--- src/rtl/uart_pkg.sv ---
// Shared UART packet-layer types and constants.
// FSM states, abort causes, framing limits and default bit period.
package uart_pkg;

  typedef enum logic [1:0] {
    ST_IDLE    = 2'd0,
    ST_LEN     = 2'd1,
    ST_PAYLOAD = 2'd2,
    ST_CHECK   = 2'd3
  } state_e;

  typedef enum logic [1:0] {
    ERR_CSUM    = 2'd0,
    ERR_LEN     = 2'd1,
    ERR_FRAME   = 2'd2,
    ERR_TIMEOUT = 2'd3
  } err_e;

  localparam logic [7:0] SYNC_BYTE = 8'hA5;
  localparam int MAX_LEN = 8;
  localparam int DEF_CLKS_PER_BIT = 217;

  function automatic logic len_ok(
    input logic [7:0] b
  );
    return (b != 8'd0) && (b <= 8'(MAX_LEN));
  endfunction

endpackage

--- src/rtl/uart_rx_pkt_ctrl_if.sv ---
// Bus between the UART byte source / readback user and the packet
// controller. master: rx_* and rd_addr out; slave: status and rd_data out.
interface uart_rx_pkt_ctrl_if;

  logic [7:0] rx_byte;
  logic       rx_byte_valid;
  logic       rx_frame_err;
  logic [2:0] rd_addr;
  logic [7:0] rd_data;
  logic [3:0] pkt_len;
  logic [7:0] led_data;
  logic       pkt_ok;
  logic       pkt_err;
  logic [1:0] err_code;
  logic [7:0] err_count;

  modport master (
    output rx_byte, rx_byte_valid, rx_frame_err, rd_addr,
    input  rd_data, pkt_len, led_data, pkt_ok, pkt_err,
    input  err_code, err_count
  );

  modport slave (
    input  rx_byte, rx_byte_valid, rx_frame_err, rd_addr,
    output rd_data, pkt_len, led_data, pkt_ok, pkt_err,
    output err_code, err_count
  );

endinterface

--- src/rtl/uart_byte_timer.sv ---
// Inter-byte timeout counter. Ports: clk, rst, clear_i (reload),
// run_i (count enable), expired_o (high on the last count of a window).
module uart_byte_timer #(
  parameter int TIMEOUT_CLKS = 8680
) (
  input  logic clk,
  input  logic rst,
  input  logic clear_i,
  input  logic run_i,
  output logic expired_o
);

  localparam int W = $clog2(TIMEOUT_CLKS + 1);
  localparam logic [W-1:0] LAST = W'(TIMEOUT_CLKS - 1);

  logic [W-1:0] cnt_q;
  logic [W-1:0] cnt_d;

  // A reload on the same cycle hides expiry: the fresh byte wins.
  assign expired_o = run_i && !clear_i && (cnt_q == LAST);

  always_comb begin
    cnt_d = cnt_q + W'(1);
    if (clear_i || !run_i || cnt_q == LAST) begin
      cnt_d = '0;
    end
  end

  always_ff @(posedge clk or posedge rst) begin
    if (rst) begin
      cnt_q <= '0;
    end else begin
      cnt_q <= cnt_d;
    end
  end

endmodule

--- src/rtl/uart_rx_pkt_ctrl.sv ---
// Packet framer behind a UART receiver: SYNC, LEN, payload, XOR csum.
// Ports: clk, rst, bus (slave): rx bytes in, committed payload/status out.
module uart_rx_pkt_ctrl
  import uart_pkg::*;
#(
  parameter int CLKS_PER_BIT = DEF_CLKS_PER_BIT,
  parameter int TIMEOUT_CLKS = CLKS_PER_BIT * 40
) (
  input  logic                clk,
  input  logic                rst,
  uart_rx_pkt_ctrl_if.slave   bus
);

  state_e     state_q;
  logic [3:0] len_q;
  logic [2:0] idx_q;
  logic [7:0] csum_q;
  logic [7:0] shadow_q [MAX_LEN];
  logic [7:0] comm_q   [MAX_LEN];
  logic [3:0] pkt_len_q;
  logic [7:0] led_q;
  logic       ok_q;
  logic       err_q;
  err_e       code_q;
  logic [7:0] cnt_q;

  logic       byte_v;
  logic [7:0] rxb;
  logic       in_pkt;
  logic       expired;
  logic       abort;
  logic       commit;
  err_e       cause;
  logic       last_byte;

  assign byte_v = bus.rx_byte_valid;
  assign rxb    = bus.rx_byte;
  assign in_pkt = (state_q != ST_IDLE);

  assign last_byte = (({1'b0, idx_q} + 4'd1) == len_q);

  uart_byte_timer #(
    .TIMEOUT_CLKS(TIMEOUT_CLKS)
  ) u_timer (
    .clk      (clk),
    .rst      (rst),
    .clear_i  (byte_v),
    .run_i    (in_pkt),
    .expired_o(expired)
  );

  // Priority: frame error, then byte, then timeout.
  always_comb begin
    abort  = 1'b0;
    commit = 1'b0;
    cause  = ERR_CSUM;
    if (in_pkt && bus.rx_frame_err) begin
      abort = 1'b1;
      cause = ERR_FRAME;
    end else if (byte_v) begin
      unique case (state_q)
        ST_LEN: begin
          if (!len_ok(rxb)) begin
            abort = 1'b1;
            cause = ERR_LEN;
          end
        end
        ST_CHECK: begin
          if (rxb == csum_q) begin
            commit = 1'b1;
          end else begin
            abort = 1'b1;
            cause = ERR_CSUM;
          end
        end
        default: ;
      endcase
    end else if (in_pkt && expired) begin
      abort = 1'b1;
      cause = ERR_TIMEOUT;
    end
  end

  always_ff @(posedge clk or posedge rst) begin
    if (rst) begin
      state_q   <= ST_IDLE;
      len_q     <= 4'd0;
      idx_q     <= 3'd0;
      csum_q    <= 8'h00;
      pkt_len_q <= 4'd0;
      led_q     <= 8'h00;
      ok_q      <= 1'b0;
      err_q     <= 1'b0;
      code_q    <= ERR_CSUM;
      cnt_q     <= 8'd0;
      for (int i = 0; i < MAX_LEN; i++) begin
        shadow_q[i] <= 8'h00;
        comm_q[i]   <= 8'h00;
      end
    end else begin
      ok_q  <= commit;
      err_q <= abort;
      if (abort) begin
        state_q <= ST_IDLE;
        code_q  <= cause;
        if (cnt_q != 8'hFF) begin
          cnt_q <= cnt_q + 8'd1;
        end
      end else if (byte_v) begin
        unique case (state_q)
          ST_IDLE: begin
            if (rxb == SYNC_BYTE) begin
              state_q <= ST_LEN;
            end
          end
          ST_LEN: begin
            len_q   <= rxb[3:0];
            csum_q  <= rxb;
            idx_q   <= 3'd0;
            state_q <= ST_PAYLOAD;
          end
          ST_PAYLOAD: begin
            shadow_q[idx_q] <= rxb;
            csum_q          <= csum_q ^ rxb;
            idx_q           <= idx_q + 3'd1;
            if (last_byte) begin
              state_q <= ST_CHECK;
            end
          end
          ST_CHECK: begin
            // Bytes past len keep their old committed value.
            for (int i = 0; i < MAX_LEN; i++) begin
              if (i < int'(len_q)) begin
                comm_q[i] <= shadow_q[i];
              end
            end
            pkt_len_q <= len_q;
            led_q     <= shadow_q[0];
            state_q   <= ST_IDLE;
          end
          default: ;
        endcase
      end
    end
  end

  assign bus.rd_data   = comm_q[bus.rd_addr];
  assign bus.pkt_len   = pkt_len_q;
  assign bus.led_data  = led_q;
  assign bus.pkt_ok    = ok_q;
  assign bus.pkt_err   = err_q;
  assign bus.err_code  = code_q;
  assign bus.err_count = cnt_q;

endmodule

--- src/flat_wrapper.sv ---
// flat-port wrapper written by rule: the top's interface ports become plain ports
module uart_rx_pkt_ctrl_flat import uart_pkg::*;
#(
  parameter int CLKS_PER_BIT = DEF_CLKS_PER_BIT,
  parameter int TIMEOUT_CLKS = CLKS_PER_BIT * 40
)
  (clk, rst, bus_rx_byte, bus_rx_byte_valid, bus_rx_frame_err, bus_rd_addr, bus_rd_data, bus_pkt_len, bus_led_data, bus_pkt_ok, bus_pkt_err, bus_err_code, bus_err_count);
  uart_rx_pkt_ctrl_if bus_i ();
  input  logic clk;
  input  logic rst;
  input wire logic [$bits(bus_i.rx_byte)-1:0] bus_rx_byte;
  input wire logic [$bits(bus_i.rx_byte_valid)-1:0] bus_rx_byte_valid;
  input wire logic [$bits(bus_i.rx_frame_err)-1:0] bus_rx_frame_err;
  input wire logic [$bits(bus_i.rd_addr)-1:0] bus_rd_addr;
  output wire logic [$bits(bus_i.rd_data)-1:0] bus_rd_data;
  output wire logic [$bits(bus_i.pkt_len)-1:0] bus_pkt_len;
  output wire logic [$bits(bus_i.led_data)-1:0] bus_led_data;
  output wire logic [$bits(bus_i.pkt_ok)-1:0] bus_pkt_ok;
  output wire logic [$bits(bus_i.pkt_err)-1:0] bus_pkt_err;
  output wire logic [$bits(bus_i.err_code)-1:0] bus_err_code;
  output wire logic [$bits(bus_i.err_count)-1:0] bus_err_count;
  assign bus_i.rx_byte = bus_rx_byte;
  assign bus_i.rx_byte_valid = bus_rx_byte_valid;
  assign bus_i.rx_frame_err = bus_rx_frame_err;
  assign bus_i.rd_addr = bus_rd_addr;
  assign bus_rd_data = bus_i.rd_data;
  assign bus_pkt_len = bus_i.pkt_len;
  assign bus_led_data = bus_i.led_data;
  assign bus_pkt_ok = bus_i.pkt_ok;
  assign bus_pkt_err = bus_i.pkt_err;
  assign bus_err_code = bus_i.err_code;
  assign bus_err_count = bus_i.err_count;
  uart_rx_pkt_ctrl #(.CLKS_PER_BIT(CLKS_PER_BIT), .TIMEOUT_CLKS(TIMEOUT_CLKS)) u_core (.clk(clk), .rst(rst), .bus(bus_i));
endmodule
--- config.mk ---
export PLATFORM = sky130hd
export DESIGN_NAME = uart_rx_pkt_ctrl_flat
export DESIGN_NICKNAME = d
export VERILOG_FILES = /design/src/rtl/uart_pkg.sv /design/src/rtl/uart_rx_pkt_ctrl_if.sv /design/src/rtl/uart_byte_timer.sv /design/src/rtl/uart_rx_pkt_ctrl.sv /design/src/flat_wrapper.sv
export SDC_FILE = /design/constraint.sdc
export NUM_CORES = 1
export LEC_CHECK = 0
export BUFFER_PORTS_ARGS = -buffer_cell sky130_fd_sc_hd__clkbuf_2
export CORE_MARGIN = 1
export CORE_UTILIZATION = 30
export DETAILED_ROUTE_END_ITERATION = 8
export PLACE_DENSITY = 0.46
export SLEW_MARGIN = 20
export SYNTH_ARGS = -nofsm -noshare
export SYNTH_HDL_FRONTEND = slang
export SYNTH_SLANG_ARGS = --single-unit
--- constraint.sdc ---
create_clock -name clk -period 7.54 [get_ports clk]
set_input_delay 0.377 -clock clk [delete_from_list [all_inputs] [get_ports clk]]
set_output_delay 0.377 -clock clk [all_outputs]
set_load 0.01 [all_outputs]
==> results.md, run 1 <==
* Max stage delay on crit path at 810 ps
* Layout cells sized above 1 at 0.387
* Worst slew margin at 0.354
* Worst r2r src: u_core.state_q[1]
* Final Max Slew Viols at 0
* Worst-path fanout max at 20
* Largest net degree at the start of global routing at 68
* Most frequent cells in the layout: 183 x dfrtp_1, 145 x mux2_2, 46 x clkbuf_2
* Drt pass-1 iters at 4
* Number of diodes at 0
* Root Buffer: clkbuf_16
* Asr flop ratio synth at 1.00
* Maximum vdd drop at 121 uV
* Reg area at 0.00458 mm2
* Capturing point of the worst reg2reg path: u_core.comm_q[37]
* Post-place setup slack at 3970 ps
* TritonCTS clock tree: yes
* CTS Buf Count at 17
* Clk buf depth at 2
* Synth unique cells at 52
* Synth Instances at 624
* # IOs at 47
* Final setup vio count at 0
* Initial Utilization at 0.308
* Max Fclk at 0.309 GHz
* Setup ws final at 4310 ps
* Post-synthesis sequential area ratio at 0.548
* Clk_skew at 10.1 ps
* Hpwl dp at 13.7 mm
* Critical Path RT at 7860 ps
* Setup bufs post-CTS at 0
* Reg2Reg Depth at 8
* Synthesis-to-finish area growth at 14.6%
* # H-tree levels at 4
* Post-Syn Area at 0.00836 mm2
* Top_reg_cell synth: dfrtp_1
* Die width at 169 um
* Maxcap violations at 0
* Final worst path period share at 0.429
* Crit-path slowest cell: nor2b_1
* CTS sink cnt at 183
* Unrepaired setup endpoints after global routing: no
* Final WL at 20.2 mm
* Sum Neg Setup Slack at 0 ps
* WHS Path Cells at 2
* Synth Net Count at 647
* YS warnings at 0
* Critical path's top delay family: simple AND/OR/NAND/NOR gates
* First-pass GRT wire length at 32.0 mm
* GRT overflow at 0
* Lkg Pwr at 0.00439 uW
* CP bufs+invs at 2
* Xor and xnor area share after synthesis at 0.0290
* Core Box Area at 0.0272 mm2
* Final min period at 3230 ps
* Most common cell after layout, fill and taps aside: dfrtp_1
* Crit path arrival time at 3550 ps
* Pwr Density at 276 mW/mm2
* Worst Hold End: u_core.u_timer.cnt_q[2]
* Avg WL per Cell at 19.3 um
* Total power at 2640 uW
* Synth Area in Compound Gates at 0.0512
* Hold Vio Cnt, Final at 0
* Post-route ant nets at 0
* DRC Markers at 0
* Synth Area in Adders at 0.0120
* Status: completed
* Gr usage total at 0.151
* Vias at 5,121
* Initial antenna violation count at 0
* FILL cells at 2,675
* Area of the multi-input gates at 0.00361 mm2
* EDFF count, synth at 0
* Final instance area at 0.00958 mm2
* DIE AREA at 0.0285 mm2
* Synth Area in Simple Gates at 0.0859
* Worst-Margin Slew at 967 ps
* Setup CP Type: flip-flop to flip-flop
* Vias per cell at 4.89
* DIE HEIGHT at 169 um
* # rows at 60
* Port buffer count at 46
* Worst hold path type: input pin to flip-flop
* Main combinational cell family by area after synthesis: multiplexers
* Syn Area/Cell at 13.4 um2
* Cell Chain, Critical Path: inv_1, ha_1, nand2b_1, nand3_1, nor4b_4, buf_4, nor2b_1, mux2_2
* Worst skew pair latency at 440 ps
* Hold Crit Start: bus_rx_byte_valid
* Mux contribution to synthesized area at 0.253
* Seq cells post-synth at 183
* CP Launch Type: flip-flop
* Dpl cell area at 0.00897 mm2
* Critical Path Sink Type: flip-flop
* Layout Nets at 685
* GPL Wtd Cong at 0.747
* Drt initial violations at 263
* Reg-to-reg setup timing slack at 4310 ps
* Clk slew on worst S/H paths at 80 ps
* Vias in the first global route at 5,322
Yosys cell counts, drive strengths merged (2+ instances only):
cell,count,area [um2]
nand3,22,110
a21boi,3,45.1
nand2b,6,37.5
dfrtp,183,4580
xor2,11,96.3
o21ai,18,90.1
nor2b,9,56.3
a211oi,7,52.6
and3,4,25.0
nand2,21,78.8
nor2,20,91.3
a21o,2,15.0
ha,8,100
inv,14,52.6
nand4,9,56.3
o31a,2,17.5
and4,2,17.5
nor4,7,43.8
or4,2,22.5
or3,2,12.5
o21a,2,15.0
a31oi,2,12.5
o211ai,2,15.0
nor3,15,80.1
clkbuf,21,78.8
nand3b,3,22.5
a21oi,19,95.1
mux2,153,1750
buf,10,46.3
mux4,16,360
nor4b,2,23.8
xnor2,14,123
worst max path at each step:
| stage | start | to | slack [ps] | depth (start not counted) |
|---|---|---|---|---|
| floorplan | rst | u_core.bus.err_code[0] | 2190 | 1 |
| global placement | bus_rx_byte[4] | u_core.comm_q[38] | 3900 | 7 |
| detailed placement | bus_rx_byte[4] | u_core.comm_q[11] | 3970 | 7 |
| CTS | u_core.state_q[1] | u_core.comm_q[14] | 4290 | 8 |
| global route | u_core.state_q[1] | u_core.comm_q[14] | 4060 | 8 |
| finish | u_core.state_q[1] | u_core.comm_q[37] | 4310 | 8 |
sequential cells by signal, indices dropped and copies added, names as in the netlist, 4 cells and up:
register,flops
u_core.u_timer.cnt_q,14
u_core.comm_q,64
u_core.len_q,4
u_core.bus.led_data,8
u_core.csum_q,8
u_core.bus.pkt_len,4
u_core.shadow_q,64
u_core.bus.err_count,8
stage by stage:
step | instances | util | hold slack [ps]
after floorplan | 624 | - | 455
after global placement | 1014 | 0.330 | 446
after detailed placement | 1014 | 0.330 | 460
after CTS | 1047 | 0.352 | 313
after global routing | 1047 | 0.352 | 356
final | 1047 | 0.352 | 347
area by class of cell:
type                            instances  area share
Sequential cell                       183       0.478
Clock buffer                           18      0.0459
Timing Repair Buffer                   50      0.0274
Clock inverter                         14      0.0166
Multi-Input combinational cell        396       0.377
Inverter                               14     0.00601
Tap cell                              372      0.0486
repair_timing:
| action | CTS | global route |
|---|---|---|
| gates resized for setup | 0 | 0 |
| hold buffers | 1 | 0 |
| hold endpoints to repair | 22 | 0 |
routing by layer:
metal,share of wire,up-vias,global-route usage
met3,0.025,15,0.0302
met4,0.014,0,0.0486
met1,0.47,2676,0.200
li1,-,2351,-
met2,0.49,79,0.248
met5,0,-,0
report_power, final:
group	switching (uW)	total [uW]	internal, uW
Clock	425	905	481
Sequential	144	1260	1110
Combinational	269	482	213
Total	837	2640	1810
cells by family (layout without fill, tap and decap cells):
kind of cell / Yosys count / after routing
buffers and inverters: 45 / 96
and+or+nand+nor: 129 / 129
xor gates and xnor gates: 26 / 26
muxes: 169 / 169
adders and majority gates: 8 / 8
DFF: 183 / 183
AOI/OAI and AO/OA: 64 / 64
Power figures use the tool's default switching activity.
==> inputs of run 2 (changes only) <==
ABC_AREA = 1   (was default)
PLACE_DENSITY = 0.48   (was 0.46)
clock period = 2.7 ns   (was 7.54 ns; I/O delays follow)
==> run 2 against run 1 <==
  * Global-route usage rose by 2.5 points
  * Fmax is 41% higher
  * Clock power rose to 2.7 times the previous value
  * Cell area is 1.6% higher
  * Critical path depth rose by 5
  * Synthesized cell count grew 63%
  * Die area is 0.71% higher
  * Combinational power rose to 3.1 times the previous value
  * Critical endpoint is now u_core.comm_q[50]
  * Largest cell class unchanged
==> results.md, run 2 <==
* Status: completed
* Main combinational cell family by area after synthesis: simple AND/OR/NAND/NOR gates
* Synth unique cells at 35
* Initial Utilization at 0.309
* Avg WL per Cell at 16.4 um
* Largest net degree at the start of global routing at 58
* Final min period at 2300 ps
* EDFF count, synth at 0
* Pwr Density at 749 mW/mm2
* DIE AREA at 0.0287 mm2
* Sw Share at 0.346
* Worst slew margin at 0.489
* YS warnings at 0
* Unrepaired setup endpoints after global routing: no
* Most common cell after layout, fill and taps aside: nand2_1
* Layout cells sized above 1 at 0.127
* Synthesis-to-finish area growth at 15.6%
* Post-route ant nets at 0
* Setup bufs post-CTS at 0
* Total power at 7290 uW
* FILL cells at 2,871
* Count leader, synth: nand2_1
* Critical Path RT at 3070 ps
* Root Buffer: clkbuf_16
* Area of the multi-input gates at 0.00337 mm2
* WHS Path Cells at 3
* Post-synthesis sequential area ratio at 0.544
* Max Fclk at 0.434 GHz
* Worst hold path type: input pin to flip-flop
* # H-tree levels at 4
* Clk slew on worst S/H paths at 70 ps
* Crit path arrival time at 2670 ps
* NetSw at 2520 uW
* Yosys top cell area share at 0.544
* Top_reg_cell synth: dfrtp_1
* Synth Area in Adders at 0.0119
* Mux contribution to synthesized area at 0
* Vias at 6,784
* Clk_skew at 13.3 ps
* Synth Instances at 1,015
* Worst-Margin Slew at 765 ps
* Xor and xnor area share after synthesis at 0.0125
* Top cells by count, synth: 336 x nand2_1, 183 x dfrtp_1, 86 x o21ai_0, 72 x nor2_1
* # rows at 60
* GPL Wtd Cong at 0.787
* First-pass GRT wire length at 38.5 mm
* Final WL at 23.7 mm
* Layout Nets at 1,085
* Die width at 170 um
* Sum Neg Setup Slack at 0 ps
* TritonCTS clock tree: yes
* Hpwl dp at 16.7 mm
* Maximum vdd drop at 425 uV
* Hold Vio Cnt, Final at 0
* Logic pwr share at 0.203
* PostCTS Resize Cnt at 0
* Most frequent cells in the layout: 336 x nand2_1, 183 x dfrtp_1, 86 x o21ai_0
* Final worst path period share at 0.853
* CP Launch Type: flip-flop
* Drt initial violations at 527
* Port buffer count at 46
* Worst skew pair latency at 430 ps
* Vias in the first global route at 6,690
* Int Power at 4770 uW
* Core Box Area at 0.0273 mm2
* Drt pass-1 iters at 5
* DRC Markers at 0
* Sequential power share at 0.466
* CTS sink cnt at 183
* DIE HEIGHT at 170 um
* Synth Net Count at 1,038
* GRT overflow at 0
* Clk pwr share at 0.331
* Synth area leaders: dfrtp_1 54%, nand2_1 15%, o21ai_0 5.1%, nand3_1 3.3%, nor2_1 3.2%
* Largest regs: u_core.comm_q x64, u_core.shadow_q x64, u_core.u_timer.cnt_q x14
* Synth Area in Simple Gates at 0.270
* Number of diodes at 0
* Final Max Slew Viols at 0
* Reg area at 0.00458 mm2
* Syn Area/Cell at 8.29 um2
* Asr flop ratio synth at 1.00
* Gr usage total at 0.176
* # IOs at 47
* Post-Syn Area at 0.00842 mm2
* Synth Area in Compound Gates at 0.106
* Final setup vio count at 0
* Critical Path Sink Type: flip-flop
* Clk buf depth at 2
* Setup CP Type: flip-flop to flip-flop
* Largest area contributor in the netlist: dfrtp_1
* Maxcap violations at 0
* Initial antenna violation count at 0
* Reg2Reg Depth at 13
* Seq cells post-synth at 183
* Worst-path fanout max at 10
* Lkg Pwr at 0.00487 uW
* Hold Buf Count CTS at 1
* Vias per cell at 4.69
* CTS Buf Count at 17
-- run 2: worst max-delay path: stages, from the launching register on --
cell,delay (ps)
dfrtp_1,390
inv_1,100
ha_1,230
inv_1,60
nand2_1,60
inv_1,80
nor2_1,40
inv_1,80
nor2_4,60
nand3_1,220
nand2_2,210
nor2_1,500
nand2_1,110
nand2_1,90
-- run 2: path summary, 6_finish.rpt --
check,from,end,slack (ps)
setup / recovery,u_core.state_q[0],u_core.comm_q[50],400
min in group asynchronous,rst,u_core.shadow_q[57],380
hold reg to reg,u_core.u_timer.cnt_q[0],u_core.u_timer.cnt_q[0],460
setup reg to reg,u_core.state_q[0],u_core.comm_q[50],400
hold / removal,bus_rx_byte[3],u_core.shadow_q[27],50
max in group asynchronous,rst,u_core.shadow_q[31],1560
-- run 2: metal layers --
metal	vias up	global-route usage	wire, um
met5	-	0	0
met4	0	0.0415	266
met3	12	0.0359	702
met2	88	0.268	10700
met1	3265	0.254	12100
li1	3419	-	-
-- run 2: area by class of cell --
class / instances / area share
Inverter: 66 / 0.0258
Sequential cell: 183 / 0.470
Clock inverter: 15 / 0.0144
Tap cell: 372 / 0.0478
Timing Repair Buffer: 74 / 0.0519
Multi-Input combinational cell: 720 / 0.346
Clock buffer: 17 / 0.0437
-- run 2: logic make-up after synthesis --
group           count (synthesis)
compound gates                166
fa+ha+maj                       8
flops                         183
xor+xnor                       12
simple gates                  534
buf+inv                       112
-- run 2: per-stage QoR --
step	cell area, um2	hold WS, ps	worst slack (ps)	std cells	utilization
finish	9730	46.0	398	1447	0.357
CTS	9730	21.0	407	1447	0.357
floorplan	8420	284	214	1015	-
global route	9730	37.6	85.7	1447	0.357
global placement	9160	290	439	1414	0.336
detailed placement	9160	292	443	1414	0.336
-- run 2: power by group through the flow --
| stage | Combinational [uW] | Clock, uW | Sequential, uW |
|---|---|---|---|
| after floorplan | 1080 | 0 | 3350 |
| after global placement | 1480 | 0 | 3440 |
| after detailed placement | 1490 | 0 | 3440 |
| after CTS | 1500 | 2490 | 3390 |
| after global routing | 1690 | 2600 | 3450 |
| final | 1480 | 2420 | 3400 |
==> inputs of run 3 (changes only) <==
==> constraint.sdc (replaced) <==
create_clock -name clk -period 2.7 [get_ports clk]
set_input_delay 0.54 -clock clk [delete_from_list [all_inputs] [get_ports clk]]
set_output_delay 0.54 -clock clk [all_outputs]
set_load 0.01 [all_outputs]
==> run 3 against run 2 <==
  * Cell count rose by 0.55%
  * Critical path depth fell by 6
  * Worst setup slack got worse by 66 ps
  * Hold slack improved by 74 ps
  * Non-clock buffer count rose by 8
  * Sequential share of layout area fell by 0.22 points
==> results.md, run 3 (same netlist as run 2, synthesis figures left out) <==
* FILL cells at 2,863
* Most common cell after layout, fill and taps aside: nand2_1
* Final WL at 23.5 mm
* Critical Path RT at 2160 ps
* Unrepaired setup endpoints after global routing: no
* Core Box Area at 0.0273 mm2
* Worst-path fanout max at 16
* Fin cells at 1,455
* Critical Path Sink Type: output port
* First-pass GRT wire length at 38.1 mm
* DRC Markers at 0
* PostCTS Resize Cnt at 0
* DIE AREA at 0.0287 mm2
* Post-Place Cells at 1,423
* Post-place setup slack at 110 ps
* Setup CP Type: input pin to output port
* Port buffer count at 46
* Gr usage total at 0.174
* Met1 Use GR at 0.245
* GRT overflow at 0
* Cell mode on critical path: clkbuf_2
* Final worst path period share at 0.877
* Critical path's top delay family: compound AO/OA/AOI/OAI gates
* Clk_skew at 10.3 ps
* Layout cells sized above 1 at 0.133
* Vias in the first global route at 6,687
* Final setup vio count at 0
* TritonCTS clock tree: yes
* Worst-Margin Slew at 580 ps
* # H-tree levels at 4
* Max stage delay on crit path at 320 ps
* Pwr Density at 748 mW/mm2
* Status: completed
* Vias per cell at 4.70
* Most frequent cells in the layout: 336 x nand2_1, 183 x dfrtp_1, 86 x o21ai_0
* Avg WL per Cell at 16.2 um
* Clk buf depth at 2
* # IOs at 47
* DIE HEIGHT at 170 um
* Hold Vio Cnt, Final at 0
* Reg-to-reg setup timing slack at 350 ps
* Worst slew margin at 0.612
* Crit-path slowest cell: o22ai_1
* Number of diodes at 0
* Max Fclk at 0.422 GHz
* GRT met2 Usage at 0.269
* GPL Wtd Cong at 0.795
* Post-route ant nets at 0
* Die width at 170 um
* Initial Utilization at 0.309
* Worst hold path type: input pin to asynchronous set/reset pin
* Setup ws final at 332 ps
* Worst skew pair latency at 430 ps
* Drt pass-1 iters at 5
* Root Buffer: clkbuf_16
* CTS Buf Count at 17
* CP Launch Type: input pin
* Crit path arrival time at 1830 ps
* CP bufs+invs at 3
* Maximum vdd drop at 494 uV
* Cell Chain, Critical Path: clkbuf_2, buf_4, o21ai_0, o22ai_1, nor2_1, a31oi_1, clkbuf_2
* Total power at 7320 uW
* CTS sink cnt at 183
* Vias at 6,838
* Setup bufs post-CTS at 0
* Final min period at 2370 ps
* Clk slew on worst S/H paths at 70 ps
* Hold Buf Count CTS at 0
* Layout Nets at 1,093
* Maxcap violations at 0
* Initial antenna violation count at 0
* Lkg Pwr at 0.00492 uW
* Final hold slack at 120 ps
* Largest net degree at the start of global routing at 68
* Drt initial violations at 564
* # rows at 60
* Most Crowded Layer GR: met2
* Grt met3 use at 0.0301
* Hpwl dp at 17.0 mm
* Synthesis-to-finish area growth at 16.2%
* Largest regs: u_core.comm_q x64, u_core.shadow_q x64, u_core.u_timer.cnt_q x14
* Final Max Slew Viols at 0
## run 3: per-stage QoR
step                      setup TNS (ps)  area, um2   util
final                                  0       9780  0.359
after global routing                   0       9780  0.359
after CTS                              0       9780  0.359
after detailed placement               0       9210  0.338
after global placement                 0       9210  0.338
after floorplan                   -34870       8420      -
## run 3: layout make-up
| cell class | count | area (um2) | area share |
|---|---|---|---|
| clock inverters | 12 | 120 | 0.0123 |
| inverters | 66 | 251 | 0.0257 |
| repair buffers | 82 | 551 | 0.0563 |
| multi-input cells | 720 | 3370 | 0.344 |
| clock buffers | 20 | 447 | 0.0457 |
| flip-flops and latches | 183 | 4580 | 0.468 |
| well taps | 372 | 465 | 0.0476 |
## run 3: path summary, 6_finish.rpt
check,from,end,depth (start not counted)
min in group clk,bus_rx_frame_err,u_core.bus.err_code[0],4
setup / recovery,bus_rd_addr[1],bus_rd_data[1],7
hold reg to reg,u_core.u_timer.cnt_q[0],u_core.u_timer.cnt_q[0],1
hold / removal,rst,u_core.shadow_q[61],2
setup reg to reg,u_core.state_q[0],u_core.comm_q[10],14
max in group asynchronous,rst,u_core.shadow_q[5],3
## run 3: power by group
part           total [uW]  internal, uW  switching (uW)
Combinational        1500           487            1010
Clock                2430          1310            1110
Sequential           3390          3090             307
Total                7320          4890            2430
## run 3: layer usage
metal / wire length [um] / part of all wire / up-vias
met5: 0 / 0 / -
met3: 883 / 0.038 / 24
li1: - / - / 3444
met1: 11600 / 0.49 / 3241
met2: 10500 / 0.45 / 129
met4: 546 / 0.023 / 0
